--- config.mk ---
export PLATFORM = sky130hd
export DESIGN_NAME = fclk_align
export DESIGN_NICKNAME = d
export VERILOG_FILES = /design/src/rtl/fclk_align_pkg.sv /design/src/rtl/fclk_lane_shift.sv /design/src/rtl/fclk_align.sv
export SDC_FILE = /design/constraint.sdc
export NUM_CORES = 1
export LEC_CHECK = 0
export CAP_MARGIN = 20
export CORE_MARGIN = 2
export CORE_UTILIZATION = 23
export DETAILED_ROUTE_END_ITERATION = 16
export MAX_ROUTING_LAYER = met4
export PLACE_DENSITY = 0.46
export SLEW_MARGIN = 10
export SYNTH_ARGS = -nofsm -noshare
export SYNTH_HDL_FRONTEND = slang
export SYNTH_SLANG_ARGS = --single-unit
export TNS_END_PERCENT = 30
--- constraint.sdc ---
create_clock -name lclk -period 3.28 [get_ports lclk]
set_input_delay 0.82 -clock lclk [delete_from_list [all_inputs] [get_ports lclk]]
set_output_delay 0.82 -clock lclk [all_outputs]
set_load 0.03 [all_outputs]
--- src/rtl/fclk_align_pkg.sv ---
// rtl/fclk_align_pkg.sv - shared types, widths and helpers for the frame-clock aligner
package fclk_align_pkg;

    typedef enum logic [1:0] {
        SEARCH = 2'd0,
        VERIFY = 2'd1,
        LOCKED = 2'd2
    } state_t;

    localparam int ERRCNT_WIDTH = 16;

    // Offset register width; never narrower than one bit.
    function automatic int slip_width(input int w);
        return (w <= 2) ? 1 : $clog2(w);
    endfunction

endpackage

--- src/rtl/fclk_lane_shift.sv ---
// rtl/fclk_lane_shift.sv - per-lane previous-word register and word-level barrel shift
module fclk_lane_shift
    import fclk_align_pkg::*;
#(
    parameter int WORD_WIDTH = 8,
    parameter int SW         = slip_width(WORD_WIDTH)
) (
    input  logic                  clk,
    input  logic                  rst,
    input  logic                  clear,
    input  logic                  load,
    input  logic [WORD_WIDTH-1:0] cur,
    input  logic [SW-1:0]         s,
    output logic [WORD_WIDTH-1:0] window
);

    logic [WORD_WIDTH-1:0]   prev;
    logic [2*WORD_WIDTH-1:0] shifted;

    // Keep the previous valid word; a realignment request empties it.
    always_ff @(posedge clk) begin
        if (rst || clear) begin
            prev <= '0;
        end else if (load) begin
            prev <= cur;
        end
    end

    // s=0 selects prev; larger s pulls the earliest bits of cur in at the top.
    always_comb begin
        shifted = {cur, prev} >> s;
        window  = shifted[WORD_WIDTH-1:0];
    end

endmodule

--- src/rtl/fclk_align.sv ---
// rtl/fclk_align.sv - frame-clock aligner top; define FCLK_ALIGN_ERRCNT_EN to build the error counter
module fclk_align
    import fclk_align_pkg::*;
#(
    parameter int                    WORD_WIDTH    = 8,
    parameter int                    NCHAN         = 4,
    parameter logic [WORD_WIDTH-1:0] FRAME_PATTERN = WORD_WIDTH'(8'hF0),
    parameter int                    LOCK_COUNT    = 4,
    parameter int                    UNLOCK_COUNT  = 2,
    parameter int                    SW            = slip_width(WORD_WIDTH)
) (
    input  logic                        lclk,
    input  logic                        rst,
    input  logic [WORD_WIDTH-1:0]       fclk_word,
    input  logic                        fclk_valid,
    input  logic [NCHAN*WORD_WIDTH-1:0] data_in,
    input  logic                        align_req,
    output logic [NCHAN*WORD_WIDTH-1:0] data_out,
    output logic                        data_valid,
    output logic                        locked,
    output logic [SW-1:0]               slip_count,
    output logic [ERRCNT_WIDTH-1:0]     err_count
);

    localparam logic [7:0] LOCK_N   = 8'(LOCK_COUNT);
    localparam logic [7:0] UNLOCK_N = 8'(UNLOCK_COUNT);

    state_t                      state, state_n;
    logic [SW-1:0]               slip, slip_n, slip_adv;
    logic [7:0]                  match_cnt, match_n;
    logic [7:0]                  miss_cnt, miss_n;
    logic [WORD_WIDTH-1:0]       fclk_win;
    logic [NCHAN*WORD_WIDTH-1:0] data_win;
    logic                        load;
    logic                        hit;

    // A word that coincides with a realignment request is discarded.
    assign load     = fclk_valid && !align_req;
    assign hit      = (fclk_win == FRAME_PATTERN);
    assign slip_adv = (slip == SW'(WORD_WIDTH - 1)) ? '0 : slip + SW'(1);

    fclk_lane_shift #(.WORD_WIDTH(WORD_WIDTH), .SW(SW)) u_fclk_lane (
        .clk    (lclk),
        .rst    (rst),
        .clear  (align_req),
        .load   (load),
        .cur    (fclk_word),
        .s      (slip),
        .window (fclk_win)
    );

    for (genvar k = 0; k < NCHAN; k++) begin : g_lane
        fclk_lane_shift #(.WORD_WIDTH(WORD_WIDTH), .SW(SW)) u_data_lane (
            .clk    (lclk),
            .rst    (rst),
            .clear  (align_req),
            .load   (load),
            .cur    (data_in[k*WORD_WIDTH +: WORD_WIDTH]),
            .s      (slip),
            .window (data_win[k*WORD_WIDTH +: WORD_WIDTH])
        );
    end

    // FSM and counter registers; realignment request restarts the search at offset 0.
    always_ff @(posedge lclk) begin
        if (rst || align_req) begin
            state     <= SEARCH;
            slip      <= '0;
            match_cnt <= '0;
            miss_cnt  <= '0;
        end else begin
            state     <= state_n;
            slip      <= slip_n;
            match_cnt <= match_n;
            miss_cnt  <= miss_n;
        end
    end

    // Next state: only valid words move the search, verification and loss-of-frame counters.
    always_comb begin
        state_n = state;
        slip_n  = slip;
        match_n = match_cnt;
        miss_n  = miss_cnt;
        if (fclk_valid) begin
            case (state)
                SEARCH: begin
                    if (hit) begin
                        match_n = 8'd1;
                        miss_n  = '0;
                        state_n = (LOCK_N == 8'd1) ? LOCKED : VERIFY;
                    end else begin
                        slip_n = slip_adv;
                    end
                end
                VERIFY: begin
                    if (hit) begin
                        match_n = match_cnt + 8'd1;
                        miss_n  = '0;
                        if (match_n == LOCK_N) begin
                            state_n = LOCKED;
                        end
                    end else begin
                        slip_n  = slip_adv;
                        match_n = '0;
                        state_n = SEARCH;
                    end
                end
                LOCKED: begin
                    if (hit) begin
                        miss_n = '0;
                    end else begin
                        miss_n = miss_cnt + 8'd1;
                        if (miss_n == UNLOCK_N) begin
                            state_n = SEARCH;
                            slip_n  = slip_adv;
                            miss_n  = '0;
                            match_n = '0;
                        end
                    end
                end
                default: begin
                    state_n = SEARCH;
                end
            endcase
        end
    end

    // Aligned data registered from the valid-cycle window; valid only if still locked after the edge.
    always_ff @(posedge lclk) begin
        if (rst) begin
            data_out   <= '0;
            data_valid <= 1'b0;
        end else if (align_req) begin
            data_valid <= 1'b0;
        end else begin
            data_valid <= fclk_valid && (state_n == LOCKED);
            if (fclk_valid) begin
                data_out <= data_win;
            end
        end
    end

    assign locked     = (state == LOCKED);
    assign slip_count = slip;

`ifdef FCLK_ALIGN_ERRCNT_EN
    logic                    err_inc;
    logic [ERRCNT_WIDTH-1:0] err_q;

    assign err_inc = fclk_valid && (state == LOCKED) && !hit;

    // Saturating count of frames that failed to match while locked.
    always_ff @(posedge lclk) begin
        if (rst || align_req) begin
            err_q <= '0;
        end else if (err_inc && (err_q != '1)) begin
            err_q <= err_q + 1'b1;
        end
    end

    assign err_count = err_q;
`else
    assign err_count = '0;
`endif

endmodule

==> results.toml, run 1 <==
[routing]
num_vias = 4580
wl_mm = 14.83
vias_per_cell = 4.786
drc_errors = 0
wl_per_cell_um = 15.50
first_iter_violations = 211
ant_nets = 0
first_pass_iters = 4

[finish]
drive_gt1_frac = 0.07292
nets = 722
final_cell_area_sq_mm = 0.006674
syn2layout_area_growth_pct = 25.65
stdcell_count = 957
utilization = 0.2948
diodes = 0

[sta]
min_period_ps = 2858
rsz0062_at_grt = "no"
drv_slew = 0
setup_violations = 0
setup_slack_ps = 422.1
hold_viol = 0
worstMarginPinSlew_ps = 898.4
fin_worst_skew_ps = 6.667
max-slew-margin-rel = 0.4011
setup_tns_ps = 0
hold-worst-slack_ps = 491.1
fmax_ghz = 0.3499
period_share = 0.8713

[grt]
gr-usage-all-layers = 0.1284
gr-total-overflow = 0
antenna_found_initial = 0
grt_max_degree = 65
grt_pass1_vias = 4524
grt_pass1_wl_mm = 23.93

[logic_synthesis]
synth_area_leaders = "dfxtp_1 (35%), mux2i_1 (21%), nor2_1 (5.7%)"
async_flop_share = 0
ys.flop_type = "dfxtp_1"
syn_area_sq_mm = 0.005311
syn_inst = 605
synth.avg_cell_area_sq_um = 8.779
synth_top_cell_area_share = 0.3543
synth.distinct_cells = 59
yosysTopAreaCell = "dfxtp_1"
synth_edf_count = 0
seq_area_frac_synth = 0.3543
synth-seq-cells = 94
yosys_warnings = 0

[clocking]
cts_sinks = 94
clkTransAtPathRegs_ps = 70
cts_hold_buf = 0
clockBufferDepth = 2
cts_tree = "built"
cts-root-buf = "clkbuf_16"
h-tree-depth = 3
cts_setup_buffers = 0
clk_latency_ps = 350
cts_buffers = 9
cts_resized = 0

[die]
rows = 55
dieWidth_um = 156.0
io_pins = 97
core_region_area_sq_mm = 0.02264
start_util = 0.2346
die-area_sq_mm = 0.02433
die_height_um = 156.0

[min_path]
hold_class = "reg -> reg"

[worst_setup_path]
r2r_cells = 8
cp.arrival_ps = 3100
worstSetupPathType = "in -> reg"
r2r_end = "slip_count[0]"
crit_fanout = 8
required_ps = 3530
critPathLaunchType = "input pin"
r2r_setup_slack_ps = 910
setup.worst_path.end_class = "flop"
critPathCapture = "miss_cnt[4]"
critPathLaunch = "fclk_word[2]"
regToRegStartpoint = "miss_cnt[0]"

[power]
power_mw = 2.773
ir_drop_v = 0.0002669
leakagePower_nw = 2.401
powerDensity_mw_per_mm2 = 415.4

[placement]
place_congestion = 0.7848
port_buffers = 80
post-dp-hpwl_mm = 10.74
place_ws_ps = 52.96
place_area_sq_mm = 0.006362
post-place-cells = 943

[job]
cap_viol_max_count = 0

[outcome]
status = "complete, no violations"
## critical path: stages
cell	delay (ps)
clkdlybuf4s50_1	540
or3b_1	360
a211o_1	310
a21oi_1	190
o211a_4	230
a311oi_2	200
a21o_1	230
a22o_1	210
## flip-flops by register name, summed over array words and instances, names as in the netlist
register,flops
state,2
data_out,32
miss_cnt,8
g_lane.u_data_lane.prev,32
slip_count,3
u_fclk_lane.prev,8
match_cnt,8
data_valid,1
## final cells by class
type / count / area, sq um
fillers: 2419 / 15970
multi-input cells: 455 / 3143
flip-flops and latches: 94 / 1886
repair buffers: 96 / 928.4
well taps: 285 / 356.6
clock buffers: 10 / 239.0
clock inverters: 4 / 72.57
inverters: 13 / 48.80
## cells in the final DEF (no fill, tap or decap), types with 10 or more instances in the layout
| master | n |
|---|---|
| conb_1 | 16 |
| mux2i_1 | 114 |
| nor2_1 | 79 |
| dfxtp_1 | 93 |
| nor3_1 | 35 |
| inv_1 | 12 |
| o21ai_0 | 10 |
| clkdlybuf4s50_1 | 79 |
| buf_4 | 15 |
| a21oi_1 | 43 |
| nand2_1 | 22 |
| o221ai_1 | 32 |
## worst min-delay path by stage
stage	start	to	slack (ps)	cells past startpoint
2_1_floorplan	g_lane[0].u_data_lane.prev[0]	g_lane[0].u_data_lane.prev[0]	460	2
5_1_grt	data_out[0]	data_out[0]	520	2
3_5_place_dp	data_out[0]	data_out[0]	480	2
3_3_place_gp	g_lane[3].u_data_lane.prev[0]	g_lane[3].u_data_lane.prev[0]	480	2
4_1_cts	data_out[0]	data_out[0]	490	2
6_report	data_out[31]	data_out[31]	490	2
## cells by family after synthesis
kind of cell / Yosys count / share of synthesized area
DFF: 94 / 0.3543
buffers and inverters: 71 / 0.06596
AOI/OAI and AO/OA: 128 / 0.1708
adders and majority gates: 9 / 0.02120
muxes: 114 / 0.2148
xor gates and xnor gates: 2 / 0.003299
and+or+nand+nor: 186 / 0.1689
other: 1 / 0.0007060
## routing by layer
layer | share of wire | wire length (um) | GRT usage
met4 | 0.013 | 191 | 0.03976
met1 | 0.48 | 7147 | 0.1646
met3 | 0.033 | 484 | 0.02389
met2 | 0.47 | 7008 | 0.2052
met5 | 0 | 0 | -
## power by group
group	internal (mW)	switching, mW	leakage [nW]
Combinational	0.184	0.246	1.48
Sequential	1.18	0.0264	0.767
Clock	0.680	0.455	0.150
Total	2.04	0.728	2.40
## synthesized netlist by cell type (all sizes together), types with 2 or more instances
cell type  number
nor3b           5
dfxtp          94
a21oi          44
clkbuf         26
o21ai          12
a22o            2
and2            3
buf            32
nand4b          2
nand3b          2
a31o            2
nand4           3
a21o            7
and3            3
o211a           2
inv            12
nor4            2
nand2          22
a22oi           2
nand2b          8
a211oi          4
nor3           35
o22ai           5
xnor2           2
or2             5
ha              9
a31oi           5
o221ai         32
nor2           80
o311ai          2
o31ai           2
nand3           9
a211o           2
mux2i         114
(Power assumes the default switching activity.)
==> inputs of run 2 (changes only) <==
Settings changed: PLACE_DENSITY 0.46 to 0.52, SETUP_SLACK_MARGIN from default to 0.5.
==> run 2 against run 1 <==
- combinational power barely moved
- flip-flop and latch count did not move
- sequential power barely moved
- total power fell by 1.2%
- via count rose by 0.24%
- routed wire length rose by 1.8%
- critical path type unchanged
- global-route usage rose by 0.24 points
- sequential share of layout area fell by 0.23 points
- utilization rose by 0.24 points
- largest cell class unchanged
- clock skew rose by 4.4 ps
==> results.toml, run 2 (synthesis results as in run 1) <==
[finish]
fillers = 2356
nets = 723
syn2layout_area_growth_pct = 26.67
final_common_cell = "mux2i_1"
final_cell_mix = "mux2i_1 (114), dfxtp_1 (93), nor2_1 (79), clkdlybuf4s50_1 (77), a21oi_1 (41)"
reg_top3 = "data_out (32), g_lane.u_data_lane.prev (32)"
drive_gt1_frac = 0.08296
diodes = 0
final_cell_area_sq_mm = 0.006728

[placement]
place_area_sq_mm = 0.006340
place_ws_ps = 86.69
post-dp-hpwl_mm = 10.85
port_buffers = 80
place_congestion = 0.7841

[sta]
hold_viol = 0
min_period_ps = 2755
setup_tns_ps = 0
fin_worst_skew_ps = 11.03
drv_slew = 0
rsz0062_at_grt = "yes"
setup_violations = 0
hold-worst-slack_ps = 491.3
max-slew-margin-rel = 0.5310
fmax_ghz = 0.3630
period_share = 0.8400
worstMarginPinSlew_ps = 703.4
setup_slack_ps = 525.0

[power]
power_mw = 2.741
leakagePower_nw = 2.428
ir_drop_v = 0.0002146
powerDensity_mw_per_mm2 = 407.4

[grt]
grt_pass1_wl_mm = 24.36
gr-usage-all-layers = 0.1308
grt_max_degree = 65
antenna_found_initial = 0
grt_pass1_vias = 4476
gr-total-overflow = 0

[clocking]
h-tree-depth = 3
cts_tree = "built"
cts_hold_buf = 0
cts-root-buf = "clkbuf_16"
cts_sinks = 94
clkTransAtPathRegs_ps = 70
clk_latency_ps = 350
clockBufferDepth = 2
cts_buffers = 9

[worst_setup_path]
critPathLaunchType = "input pin"
crit_fanout = 6
worstSetupPathType = "in -> reg"
setup.worst_path.end_class = "flop"
required_ps = 3550
cp.arrival_ps = 3030

[routing]
drc_errors = 0
vias_per_cell = 4.782
first_iter_violations = 244
ant_nets = 0
first_pass_iters = 4
num_vias = 4591
wl_mm = 15.10
wl_per_cell_um = 15.73

[die]
dieWidth_um = 156.0
start_util = 0.2346
core_region_area_sq_mm = 0.02264
die-area_sq_mm = 0.02433
die_height_um = 156.0
io_pins = 97
rows = 55

[outcome]
status = "complete, no violations"

[job]
cap_viol_max_count = 0

[min_path]
hold_class = "reg -> reg"
## run 2: cell type report
| class | instances | area (sq um) | area share |
|---|---|---|---|
| tap | 285 | 356.6 | 0.05300 |
| timing repair buffer | 97 | 940.9 | 0.1399 |
| multi-input combinational | 455 | 3184 | 0.4733 |
| clock buffer | 12 | 256.5 | 0.03813 |
| sequential | 94 | 1886 | 0.2803 |
| clock inverter | 4 | 55.05 | 0.008183 |
| inverter | 13 | 48.80 | 0.007253 |
## run 2: final timing paths
kind	from	depth (start not counted)	end	slack, ps
worst max-delay path	fclk_word[4]	9	slip_count[0]	520
worst min-delay path	data_out[6]	2	data_out[6]	490
worst max register to register	slip_count[2]	9	miss_cnt[4]	780
worst min register to register	data_out[6]	2	data_out[6]	490
## run 2: per-layer routing
metal	global-route usage	share of wire
met1	0.1652	0.48
met3	0.02583	0.036
met4	0.03888	0.012
met5	-	0
met2	0.2118	0.47
## run 2: repair_timing
action	CTS	global route
gates resized for setup	1	9
endpoints found under the hold margin	0	0
setup endpoints to repair	7	17
pin swaps	1	3
buffers inserted	0	4
## run 2: critical path: stages
cell	delay, ps
clkdlybuf4s50_1	460
nor3b_1	170
o21ai_0	250
a21oi_2	100
o211a_4	280
buf_4	140
o21a_1	210
or4_1	470
a21oi_1	130
## run 2: report_power, final
group | leakage (nW) | internal (mW) | switching (mW)
clock network | 0.149 | 0.636 | 0.466
logic | 1.51 | 0.184 | 0.242
registers | 0.767 | 1.18 | 0.0307
total | 2.43 | 2.00 | 0.739
## run 2: metrics by stage
stage / cells / utilization
global placement: 940 / 0.2800
detailed placement: 940 / 0.2800
floorplan: 620 / -
finish: 960 / 0.2972
CTS: 956 / 0.2937
global route: 960 / 0.2972
